`src/rtl/ring_router_demux_if.sv`:
```
// Flit channel between ring router stages: data/first/last/valid forward, ready back.
interface ring_router_demux_if #(
  parameter int unsigned WIDTH = 16
);
  logic [WIDTH-1:0] data;
  logic             first;
  logic             last;
  logic             valid;
  logic             ready;

  modport master (
    output data,
    output first,
    output last,
    output valid,
    input  ready
  );

  modport slave (
    input  data,
    input  first,
    input  last,
    input  valid,
    output ready
  );
endinterface

```
`src/rtl/ring_router_demux.sv`:
```
// Ring ingress demux: steers whole worms to the local sink or the next ring hop,
// with a one-entry output register per branch.
module ring_router_demux #(
  parameter int unsigned WIDTH      = 16,
  parameter int unsigned DEST_WIDTH = 10
) (
  input  logic                  clk,
  input  logic                  rst,
  input  logic [DEST_WIDTH-1:0] i_id,
  ring_router_demux_if.slave    i_in,
  ring_router_demux_if.master   o_local,
  ring_router_demux_if.master   o_ring,
  output logic                  o_err_drop
);

  typedef enum logic [1:0] {
    NOWORM     = 2'd0,
    WORM_LOCAL = 2'd1,
    WORM_RING  = 2'd2
  } state_t;

  state_t           r_state;
  state_t           w_state_nxt;

  logic             r_l_valid;
  logic [WIDTH-1:0] r_l_data;
  logic             r_l_first;
  logic             r_l_last;
  logic             r_r_valid;
  logic [WIDTH-1:0] r_r_data;
  logic             r_r_first;
  logic             r_r_last;

  logic             w_l_can_load;
  logic             w_r_can_load;
  logic             w_dest_local;
  logic             w_in_ready;
  logic             w_load_l;
  logic             w_load_r;
  logic             w_err_drop;

  // A branch register can take a flit when empty or draining this cycle.
  assign w_l_can_load = !r_l_valid || o_local.ready;
  assign w_r_can_load = !r_r_valid || o_ring.ready;
  assign w_dest_local = (i_in.data[DEST_WIDTH-1:0] == i_id);

  // FSM state register.
  always_ff @(posedge clk) begin
    if (rst) begin
      r_state <= NOWORM;
    end else begin
      r_state <= w_state_nxt;
    end
  end

  // Next-state, input ready, branch load strobes and orphan-drop pulse.
  always_comb begin
    w_state_nxt = r_state;
    w_in_ready  = 1'b0;
    w_load_l    = 1'b0;
    w_load_r    = 1'b0;
    w_err_drop  = 1'b0;
    case (r_state)
      NOWORM: begin
        if (i_in.valid) begin
          if (!i_in.first) begin
            // Orphan body flit: swallow it and flag the drop.
            w_in_ready = 1'b1;
            w_err_drop = 1'b1;
          end else if (w_dest_local) begin
            w_in_ready = w_l_can_load;
            w_load_l   = w_l_can_load;
            if (w_l_can_load && !i_in.last) begin
              w_state_nxt = WORM_LOCAL;
            end
          end else begin
            w_in_ready = w_r_can_load;
            w_load_r   = w_r_can_load;
            if (w_r_can_load && !i_in.last) begin
              w_state_nxt = WORM_RING;
            end
          end
        end
      end
      WORM_LOCAL: begin
        w_in_ready = w_l_can_load;
        w_load_l   = i_in.valid && w_l_can_load;
        if (w_load_l && i_in.last) begin
          w_state_nxt = NOWORM;
        end
      end
      WORM_RING: begin
        w_in_ready = w_r_can_load;
        w_load_r   = i_in.valid && w_r_can_load;
        if (w_load_r && i_in.last) begin
          w_state_nxt = NOWORM;
        end
      end
      default: begin
        w_state_nxt = NOWORM;
      end
    endcase
    if (rst) begin
      w_in_ready = 1'b0;
      w_load_l   = 1'b0;
      w_load_r   = 1'b0;
      w_err_drop = 1'b0;
    end
  end

  // Branch valid flags: set on load, cleared when drained without a refill.
  always_ff @(posedge clk) begin
    if (rst) begin
      r_l_valid <= 1'b0;
      r_r_valid <= 1'b0;
    end else begin
      if (w_load_l) begin
        r_l_valid <= 1'b1;
      end else if (o_local.ready) begin
        r_l_valid <= 1'b0;
      end
      if (w_load_r) begin
        r_r_valid <= 1'b1;
      end else if (o_ring.ready) begin
        r_r_valid <= 1'b0;
      end
    end
  end

  // Branch payloads; only meaningful while the matching valid is set.
  always_ff @(posedge clk) begin
    if (w_load_l) begin
      r_l_data  <= i_in.data;
      r_l_first <= i_in.first;
      r_l_last  <= i_in.last;
    end
    if (w_load_r) begin
      r_r_data  <= i_in.data;
      r_r_first <= i_in.first;
      r_r_last  <= i_in.last;
    end
  end

  assign i_in.ready    = w_in_ready;
  assign o_err_drop    = w_err_drop;

  assign o_local.valid = r_l_valid;
  assign o_local.data  = r_l_data;
  assign o_local.first = r_l_first;
  assign o_local.last  = r_l_last;

  assign o_ring.valid  = r_r_valid;
  assign o_ring.data   = r_r_data;
  assign o_ring.first  = r_r_first;
  assign o_ring.last   = r_r_last;

endmodule

```
`src/flat_wrapper.sv`:
```
// flat-port wrapper written by rule: the top's interface ports become plain ports
module ring_router_demux_flat 
#(
  parameter int unsigned WIDTH      = 16,
  parameter int unsigned DEST_WIDTH = 10
)
  (clk, rst, i_id, o_err_drop, i_in_data, i_in_first, i_in_last, i_in_valid, i_in_ready, o_local_data, o_local_first, o_local_last, o_local_valid, o_local_ready, o_ring_data, o_ring_first, o_ring_last, o_ring_valid, o_ring_ready);
  ring_router_demux_if #(.WIDTH(WIDTH)) i_in_i ();
  ring_router_demux_if #(.WIDTH(WIDTH)) o_local_i ();
  ring_router_demux_if #(.WIDTH(WIDTH)) o_ring_i ();
  input  logic clk;
  input  logic rst;
  input  logic [DEST_WIDTH-1:0] i_id;
  output logic o_err_drop;
  input wire logic [$bits(i_in_i.data)-1:0] i_in_data;
  input wire logic [$bits(i_in_i.first)-1:0] i_in_first;
  input wire logic [$bits(i_in_i.last)-1:0] i_in_last;
  input wire logic [$bits(i_in_i.valid)-1:0] i_in_valid;
  output wire logic [$bits(i_in_i.ready)-1:0] i_in_ready;
  output wire logic [$bits(o_local_i.data)-1:0] o_local_data;
  output wire logic [$bits(o_local_i.first)-1:0] o_local_first;
  output wire logic [$bits(o_local_i.last)-1:0] o_local_last;
  output wire logic [$bits(o_local_i.valid)-1:0] o_local_valid;
  input wire logic [$bits(o_local_i.ready)-1:0] o_local_ready;
  output wire logic [$bits(o_ring_i.data)-1:0] o_ring_data;
  output wire logic [$bits(o_ring_i.first)-1:0] o_ring_first;
  output wire logic [$bits(o_ring_i.last)-1:0] o_ring_last;
  output wire logic [$bits(o_ring_i.valid)-1:0] o_ring_valid;
  input wire logic [$bits(o_ring_i.ready)-1:0] o_ring_ready;
  assign i_in_i.data = i_in_data;
  assign i_in_i.first = i_in_first;
  assign i_in_i.last = i_in_last;
  assign i_in_i.valid = i_in_valid;
  assign i_in_ready = i_in_i.ready;
  assign o_local_data = o_local_i.data;
  assign o_local_first = o_local_i.first;
  assign o_local_last = o_local_i.last;
  assign o_local_valid = o_local_i.valid;
  assign o_local_i.ready = o_local_ready;
  assign o_ring_data = o_ring_i.data;
  assign o_ring_first = o_ring_i.first;
  assign o_ring_last = o_ring_i.last;
  assign o_ring_valid = o_ring_i.valid;
  assign o_ring_i.ready = o_ring_ready;
  ring_router_demux #(.WIDTH(WIDTH), .DEST_WIDTH(DEST_WIDTH)) u_core (.clk(clk), .rst(rst), .i_id(i_id), .i_in(i_in_i), .o_local(o_local_i), .o_ring(o_ring_i), .o_err_drop(o_err_drop));
endmodule
```
`config.mk`:
```
export PLATFORM = sky130hd
export DESIGN_NAME = ring_router_demux_flat
export DESIGN_NICKNAME = d
export VERILOG_FILES = /design/src/rtl/ring_router_demux_if.sv /design/src/rtl/ring_router_demux.sv /design/src/flat_wrapper.sv
export SDC_FILE = /design/constraint.sdc
export NUM_CORES = 1
export LEC_CHECK = 0
export BUFFER_PORTS_ARGS = -buffer_cell sky130_fd_sc_hd__buf_2
export CORE_ASPECT_RATIO = 1.2
export CORE_UTILIZATION = 44
export CTS_CLUSTER_SIZE = 25
export DETAILED_ROUTE_END_ITERATION = 16
export GPL_ROUTABILITY_DRIVEN = 0
export PLACE_DENSITY = 0.79
export SYNTH_ARGS = -nofsm -noshare
export SYNTH_HDL_FRONTEND = slang
export SYNTH_SLANG_ARGS = --single-unit
export TNS_END_PERCENT = 50
```
`constraint.sdc`:
```
create_clock -name clk -period 4.8 [get_ports clk]
set_clock_uncertainty 0.15 [all_clocks]
set_input_delay 1.44 -clock clk [delete_from_list [all_inputs] [get_ports clk]]
set_output_delay 1.44 -clock clk [all_outputs]
set_load 0.01 [all_outputs]
```
==> results.cfg <==
[clock_network]
root_buffer = clkbuf_4
cts_buffers = 5
clk_pin_slew_ns = 0.11
cts_setup_buffers = 0
htree_levels = 2
cts.path.max_buffers = 2
clk_latency_ns = 0.34
post_cts_resized = 0
cts_hold_buffers = 0
cts_tree = built
cts.sink_count = 40

[layout]
final_common_cell = buf_2
multi_input_area_um2 = 319
fin_area_um2 = 1980
synthToLayoutAreaGrowth_pct = 33.7
diodes = 0
regArea_um2 = 1160
drive_gt1_share_pct = 49.7
fillCellCount = 269
final_nets = 201
final_cell_mix = buf_2 (72), edfxtp_1 (36), xnor2_1 (8), nand2_1 (6), clkbuf_4 (5)

[yosys]
synth_largest_area_cell = edfxtp_1
synth.distinct_cells = 21
syn_area_um2 = 1480
syn_nets = 121
synth-seq-cells = 40
synth_seq_area_share_pct = 78.5
ys_warn_count = 0
syn_avg_cell_area_um2 = 16.8
synth_top_area_share_pct = 73.1
synth.area.top_cells = edfxtp_1 (73%), dfxtp_1 (5.4%), xnor2_1 (4.7%)
syn_inst = 88

[critical_path]
crit_type = input port to output port
r2r.worst_path.cells = 3
endpoint = i_in_ready
worstSetupStartpoint = i_id[9]
worst-endpoint-arrival_ns = 3.02
r2r_setup_slack_ns = 2.84
crit_path_start_kind = input port
setup.worst_path.end_class = output port
timing.rr.start = u_core.r_state[0]$_SDFFE_PP0P_
crit_fanout = 7
r2r_end = u_core.o_ring.data[12]$_DFFE_PP_
required_ns = 3.21

[floorplan]
ioPinCount = 73
dieArea_um2 = 3600
placementRows = 22
core_area_um2 = 3140
initial_utilization_pct = 47.1
fp.dieW_um = 54.9
die_h_um = 65.5

[placement]
dpl-instance-area_um2 = 1900
dp_hpwl_um = 2150
port_buffers = 72

[drt]
top_layer = met4
wl_um = 2920
drt_iter0_markers = 37
firstDrtPassIters = 4
route.detailed.drc = 0
met1_length_um = 1100
avgRoutedWirePerCell_um = 14.2
route.detailed.vias_per_inst = 5.22
postRouteAntennaNets = 0
vias = 1070
met3WireLength_um = 275
wl_met2_um = 1500

[power_and_ir_drop]
p_int_uw = 520
pwr-share-seq_pct = 59.4
switching_share_pct = 20.7
ir_worst_vdd_uv = 215
powerDensity_nw_per_um2 = 332
power_switching_uw = 136
p_leak_nw = 0.792
p_clk_share_pct = 32.5
combPwrFrac_pct = 8.1

[sta]
setup_tns_ns = 0
final_hold_viol_count = 0
slew_headroom_pct = 35.6
fmax_ghz = 0.217
setup_viol_count_final = 0
rsz0062_at_grt = false
fin_crit_sh_pct = 96.0
max_slew.worst_pin.slew_ns = 0.966
drv_slew = 0
period_needed_ns = 4.61

[hold_path]
hold_path_class = register to register
hold_depth = 1

[global_route]
grt_use_total_pct = 18.2
grt_pass1_wl_um = 4460
grt_pass1_vias = 1013
overflow = 0
grt_max_degree = 19
antenna_found_initial = 0

[run_status]
status = finished clean

[flow_run]
maxCapViolations = 0
[per-stage QoR]
stage                     instances  setup slack [ns]  hold slack (ns)  power, mW  utilization (%)
after detailed placement        197             0.203            0.414      0.451             60.6
final                           205             0.191            0.453      0.656             63.0
after CTS                       205             0.197            0.444      0.659             63.0
after global routing            205            0.0789            0.486      0.682             63.0
after floorplan                  88             0.532            0.350      0.421                -
after global placement          197             0.241            0.393      0.448             60.6
[power by group through the flow]
stage / clock network [mW] / registers [mW] / logic (mW)
after detailed placement: 0 / 0.397 / 0.0533
after global routing: 0.234 / 0.390 / 0.0582
final: 0.213 / 0.390 / 0.0532
after global placement: 0 / 0.397 / 0.0509
after floorplan: 0 / 0.401 / 0.0198
after CTS: 0.216 / 0.390 / 0.0535
[metal layers]
metal	up-vias	global-route usage (%)
li1	497	-
met1	494	20.3
met2	71	30.1
met3	8	5.09
met4	0	10.0
met5	-	0
[synth_stat cells]
master     number
dfxtp_1         4
nand3_1         4
a211oi_1        1
nor2_1          2
xor2_1          2
nor4_1          1
a2111oi_2       1
nand4_1         3
a21oi_1         4
and3_1          2
nor4_4          1
edfxtp_1       36
o221ai_1        1
xnor2_1         8
mux2i_1         1
o21ai_0         3
o41ai_1         1
nand2_1         6
nand2b_1        3
inv_1           2
nor3_1          2
[kinds of logic after synthesis]
| group | Yosys count | synth area share (%) |
|---|---|---|
| DFF | 40 | 78.5 |
| muxes | 1 | 0.677 |
| AOI/OAI and AO/OA | 11 | 5.08 |
| buffers and inverters | 2 | 0.508 |
| and+or+nand+nor | 24 | 9.31 |
| xor gates and xnor gates | 10 | 5.92 |
[registers in the layout (all words and copies together) (netlist names)]
signal and cells:
u_core.o_local.first 1, u_core.o_local.data 16, u_core.o_local.valid 1, u_core.o_local.last 1, u_core.o_ring.data 16, u_core.r_state 2, u_core.o_ring.last 1, u_core.o_ring.valid 1
u_core.o_ring.first 1
[worst min-delay path by stage]
stage	start	to	slack (ns)
after floorplan	u_core.r_state[1]$_SDFFE_PP0P_	u_core.r_state[0]$_SDFFE_PP0P_	0.35
after detailed placement	u_core.r_state[1]$_SDFFE_PP0P_	u_core.r_state[0]$_SDFFE_PP0P_	0.41
after global placement	u_core.r_state[1]$_SDFFE_PP0P_	u_core.r_state[0]$_SDFFE_PP0P_	0.39
after global routing	u_core.r_state[1]$_SDFFE_PP0P_	u_core.r_state[0]$_SDFFE_PP0P_	0.49
after CTS	u_core.r_state[1]$_SDFFE_PP0P_	u_core.r_state[0]$_SDFFE_PP0P_	0.44
final	u_core.r_state[1]$_SDFFE_PP0P_	u_core.r_state[0]$_SDFFE_PP0P_	0.45
[cell type report]
cell class / count / share of cell area (%)
Clock buffer: 6 / 2.09
Sequential cell: 40 / 58.7
Clock inverter: 2 / 1.77
Timing Repair Buffer: 73 / 18.6
Tap cell: 36 / 2.28
Inverter: 2 / 0.380
Multi-Input combinational cell: 46 / 16.1
[critical path, stage by stage]
cell and delay [ns]:
buf_2 0.10, xnor2_1 0.15, nand4_1 0.16, nor4_4 0.46, mux2i_1 0.16, a2111oi_2 0.35, buf_2 0.18
Note: power is estimated with default switching activity, not from simulation.
